===== config.mk =====
export PLATFORM = sky130hd
export DESIGN_NAME = axis_block_accumulator
export DESIGN_NICKNAME = d
export VERILOG_FILES = /design/src/rtl/axis_block_accumulator.sv
export SDC_FILE = /design/constraint.sdc
export NUM_CORES = 1
export LEC_CHECK = 0
export ABC_CLOCK_PERIOD_IN_PS = 4500
export BUFFER_PORTS_ARGS = -buffer_cell sky130_fd_sc_hd__buf_2
export CORE_MARGIN = 8
export CORE_UTILIZATION = 55
export CTS_CLUSTER_DIAMETER = 60
export DETAILED_ROUTE_END_ITERATION = 7
export PLACE_DENSITY = 0.85
export SLEW_MARGIN = 15
export SYNTH_ARGS = -nofsm -noshare
export SYNTH_HDL_FRONTEND = slang
export SYNTH_SLANG_ARGS = --single-unit

===== constraint.sdc =====
create_clock -name clk -period 4.5 [get_ports clk]
set_input_delay 0.675 -clock clk [delete_from_list [all_inputs] [get_ports clk]]
set_output_delay 0.675 -clock clk [all_outputs]
set_load 0.005 [all_outputs]

===== src/rtl/axis_block_accumulator.sv =====
// AXI-Stream block accumulator: sums up to BLOCK_SIZE unsigned samples (or fewer when
// input_last closes a block early) and emits one {sum, count} word per block.
module axis_block_accumulator #(
    parameter int DATA_WIDTH = 16,
    parameter int BLOCK_SIZE = 16,
    parameter int ACC_WIDTH  = 20,
    parameter int CNT_WIDTH  = 5
) (
    input  logic                  clk,
    input  logic                  rst,
    input  logic                  input_valid,
    output logic                  input_ready,
    input  logic [DATA_WIDTH-1:0] input_data,
    input  logic                  input_last,
    output logic                  output_valid,
    input  logic                  output_ready,
    output logic [ACC_WIDTH-1:0]  output_data,
    output logic [CNT_WIDTH-1:0]  output_count
);

    typedef enum logic {
        ST_ACCUMULATE = 1'b0,
        ST_OUTPUT     = 1'b1
    } state_t;

    localparam logic [CNT_WIDTH-1:0] BLOCK_CNT = CNT_WIDTH'(BLOCK_SIZE);
    localparam logic [CNT_WIDTH-1:0] ONE_CNT   = CNT_WIDTH'(1);

    state_t                 state_q;
    logic [ACC_WIDTH-1:0]   acc_q;
    logic [CNT_WIDTH-1:0]   cnt_q;
    logic [ACC_WIDTH-1:0]   out_data_q;
    logic [CNT_WIDTH-1:0]   out_count_q;
    logic                   ready_en_q;

    logic [ACC_WIDTH-1:0]   acc_d;
    logic [CNT_WIDTH-1:0]   cnt_d;
    logic                   in_xfer;
    logic                   out_xfer;
    logic                   block_done;

    // ready_en_q keeps input_ready low during reset and releases it one cycle later.
    assign input_ready  = ready_en_q & ((state_q == ST_ACCUMULATE) | output_ready);
    assign output_valid = (state_q == ST_OUTPUT);
    assign output_data  = out_data_q;
    assign output_count = out_count_q;

    assign in_xfer  = input_valid & input_ready;
    assign out_xfer = output_valid & output_ready;

    // acc_q/cnt_q are cleared on entering ST_OUTPUT, so the same sum/count and
    // completion test also serve a sample that opens the next block from ST_OUTPUT.
    always_comb begin
        acc_d      = acc_q + ACC_WIDTH'(input_data);
        cnt_d      = cnt_q + ONE_CNT;
        block_done = (cnt_d == BLOCK_CNT) || input_last;
    end

    // NOTE: state registers use non-blocking assignments so every flop samples
    // the pre-edge values regardless of statement order.
    always_ff @(posedge clk or posedge rst) begin
        if (rst) begin
            state_q     <= ST_ACCUMULATE;
            acc_q       <= '0;
            cnt_q       <= '0;
            out_data_q  <= '0;
            out_count_q <= '0;
            ready_en_q  <= 1'b0;
        end else begin
            ready_en_q <= 1'b1;
            if (in_xfer) begin
                if (block_done) begin
                    out_data_q  <= acc_d;
                    out_count_q <= cnt_d;
                    acc_q       <= '0;
                    cnt_q       <= '0;
                    state_q     <= ST_OUTPUT;
                end else begin
                    acc_q   <= acc_d;
                    cnt_q   <= cnt_d;
                    state_q <= ST_ACCUMULATE;
                end
            end else if (out_xfer) begin
                state_q <= ST_ACCUMULATE;
            end
        end
    end

endmodule


==> metrics.md <==
| Metric | Value |
|---|---|
| Status | complete, no violations |
| Vias/cell | 5.91 |
| Sequential Power Share | 0.384 |
| Initial drt markers | 170 |
| DRC | 0 |
| Worst Reg2Reg Path Length in Cells | 8 |
| Final Cycle Share | 0.619 |
| Synth top area share | 0.429 |
| Post-synth top flop | dfrtp_1 |
| Ys Warns | 0 |
| Net Count, Synth | between 300 and 400 |
| RSZ-0062 raised after global routing | no |
| Req. time, crit path | 4.74 ns |
| Setup CP Type | input pin to flop |
| Most numerous cell in the Yosys netlist | nand2_1 |
| Worst R2R Start | acc_q[0] |
| Critical path startpoint | input_data[0] |
| Lkg Pwr | approximately 1.6 nW |
| Clock Sinks | 52 |
| Synth Instances | 329 |
| VDD IR max | ~0.26 mV |
| Cell Area, Synth | between 3000 and 4000 sq um |
| CTS buffer count | 5 |
| Max_slew headroom | 0.317 |
| Area Growth Syn to Fin | 12.5% |
| Final hold vios | 0 |
| Total GRT Usage | 0.183 |
| DIE HEIGHT | 90.3 um |
| Max FO, Critical Path | 4 |
| Post-synth EDFFs | 0 |
| Yosys reg bits | 52 |
| GP Congestion | around 0.95 |
| Layout cells sized above 1 | 0.198 |
| Combinational group share of total power | 0.447 |
| Critical Path Sink Type | flop |
| Initial Util | 0.562 |
| Input/output buffers | between 40 and 50 |
| Reg2reg end | output_data[18] |
| Final Skew | just under 0.01 ns |
| Synth Area per Inst | 9.23 sq um |
| Setup violations, final | 0 |
| Max-Cap Viols | 0 |
| Placed Area | 3300 sq um |
| Most used standard cells in the synthesized netlist | nand2_1 (62), dfrtp_1 (52), o21ai_0 (33) |
| Setup bufs post-CTS | 0 |
| DRT Pass-1 Iters | 5 |
| Async set-or-reset flop fraction in the synthesized netlist | 1.00 |
| CTS Root Cell | clkbuf_8 |
| Post-DP HPWL | about 5300 um |
| Clock Pin Slew Worst Setup and Hold Paths | 0.10 ns |
| First-pass GRT wire length | between 10000 and 15000 um |
| Top post-synthesis cells by area | dfrtp_1 (43%), nand2_1 (7.7%), ha_1 (7.0%) |
| Net switching power | between 0.7 and 0.8 mW |
| TritonCTS clock tree | done |
| Number of diodes | 0 |
| WL final | approximately 7300 um |
| Critical Path End | output_data[18] |
| Wire length per cell | 16.4 um |
| CTS Buffer Depth | 2 |
| CTS resizes | 0 |
| Hold Buf Count CTS | 0 |
| Synth unique cells | 56 |
| Reg2reg setup slack | 1.79 ns |
| PwrDens | 564 nW/um^2 |
| Max Freq | approximately 360 MHz |
| Crit path launch type | input pin |
| Hold Crit Class | flop to flop |
| Total grt overflow | 0 |
| Internal Power | around 1.2 mW |
| Antenna violations before repair | 0 |
| Register area share after synthesis | 0.429 |
| Vias in the first global route | approximately 2600 |
| Crit path time final | 2.78 ns |
| Post-route cell area | 3420 sq um |
| Chip Width | approximately 90 um |
| GRT met3 Usage | 0.0507 |
| Crit path DAT | a little over 3 ns |
| GRT Max-Usage Layer | met2 |
| # IOs | 48 |
| Switch share | 0.393 |
| Final core occ | 0.632 |
| Post-synth top area cell | dfrtp_1 |
| GR Util met1 | 0.217 |
| Fillers | ~470 |
| Largest net degree at the start of global routing | 53 |
| Total number of vias | roughly 2600 |
| Worst skew pair latency | approximately 0.31 ns |
| Core ar. | 5410 sq um |
| Max Slew Vio Count | 0 |
| Worst Tran Pin Value | 1.02 ns |
| Met2 Usage GRT | 0.308 |
| Die ar. | 8150 sq um |
| Clock power frac | 0.168 |
| Setup TNS | 0 ns |
| Final #Nets | a little over 400 |
| Core Rows | 27 |
| Post-DRT Antenna Nets | 0 |
| H-tree depth | 2 |
[registers in the layout, summed over array words and instances (netlist names)]
register / cells
acc_q: 20
cnt_q: 5
output_count: 5
output_data: 20
output_valid: 1
ready_en_q: 1
[final cells by class]
type,count,area (sq um),share of cell area
sequential,52,1300,0.381
clock buffer,5,68.8,0.0201
timing repair buffer,49,250,0.0732
multi-input combinational,256,1650,0.482
tap,72,90.1,0.0264
clock inverter,3,42.5,0.0124
inverter,4,16.3,0.00476
[per-stage QoR]
step           setup WS (ns)  cells  total power, mW  hold slack [ns]
2_1_floorplan           1.70    329             1.35            0.443
3_3_place_gp            1.50    433             1.56            0.454
3_5_place_dp            1.35    433             1.60            0.458
4_1_cts                 1.70    441             1.93            0.483
5_1_grt                 1.57    441             2.08            0.508
6_report                1.72    441             1.93            0.477
[worst max-delay path: stages]
cell and delay (ns):
buf_2 0.10, ha_1 0.23, fa_1 0.43, a211o_1 0.32, a2111oi_4 0.38, nor4_1 0.17, a211oi_1 0.37, o21ai_0 0.15
a31oi_1 0.19
[cell families after synthesis]
family / synth area share
flops: 0.429
simple gates: 0.178
fa+ha+maj: 0.0766
xor+xnor: 0.0433
mux: 0.0124
compound gates: 0.231
buf+inv: 0.0288
other cells: 0.00123
[worst min path at each step]
stage,startpoint,end,cells past startpoint
floorplan,acc_q[0],acc_q[0],2
global placement,output_data[1],output_data[1],2
detailed placement,output_count[1],output_count[1],2
CTS,output_count[1],output_count[1],2
global route,output_data[3],output_data[3],2
finish,output_count[1],output_count[1],2
[routing by layer]
layer | up-vias | part of all wire
li1 | 1268 | -
met1 | 1241 | 0.42
met2 | 88 | 0.49
met3 | 10 | 0.065
met4 | 0 | 0.015
met5 | - | 0
[cell usage in the layout, fill, tap and decap left out, types with 3 or more instances in the layout]
master    instances
a211o_1           5
a211oi_1          3
a21o_1           10
a21oi_1          15
a31o_2            4
a31oi_1           7
and3_1            3
and4_1            3
buf_2            47
clkbuf_8          5
dfrtp_1          52
ha_1             17
inv_1             3
nand2_1          62
nand2b_1          4
nand3_1          11
nand4_1           6
nor2_1           10
nor3_1            5
o21ai_0          33
o31ai_1           5
xnor2_1           6
xor2_1            9
[power groups by stage]
| stage | Combinational, mW | Clock (mW) | Sequential [mW] |
|---|---|---|---|
| 6_report | 0.862 | 0.325 | 0.741 |
| 5_1_grt | 0.969 | 0.350 | 0.764 |
| 4_1_cts | 0.860 | 0.332 | 0.740 |
| 3_5_place_dp | 0.856 | 0 | 0.747 |
| 3_3_place_gp | 0.823 | 0 | 0.739 |
| 2_1_floorplan | 0.621 | 0 | 0.726 |
No activity file was read; power rests on OpenSTA's default activity.
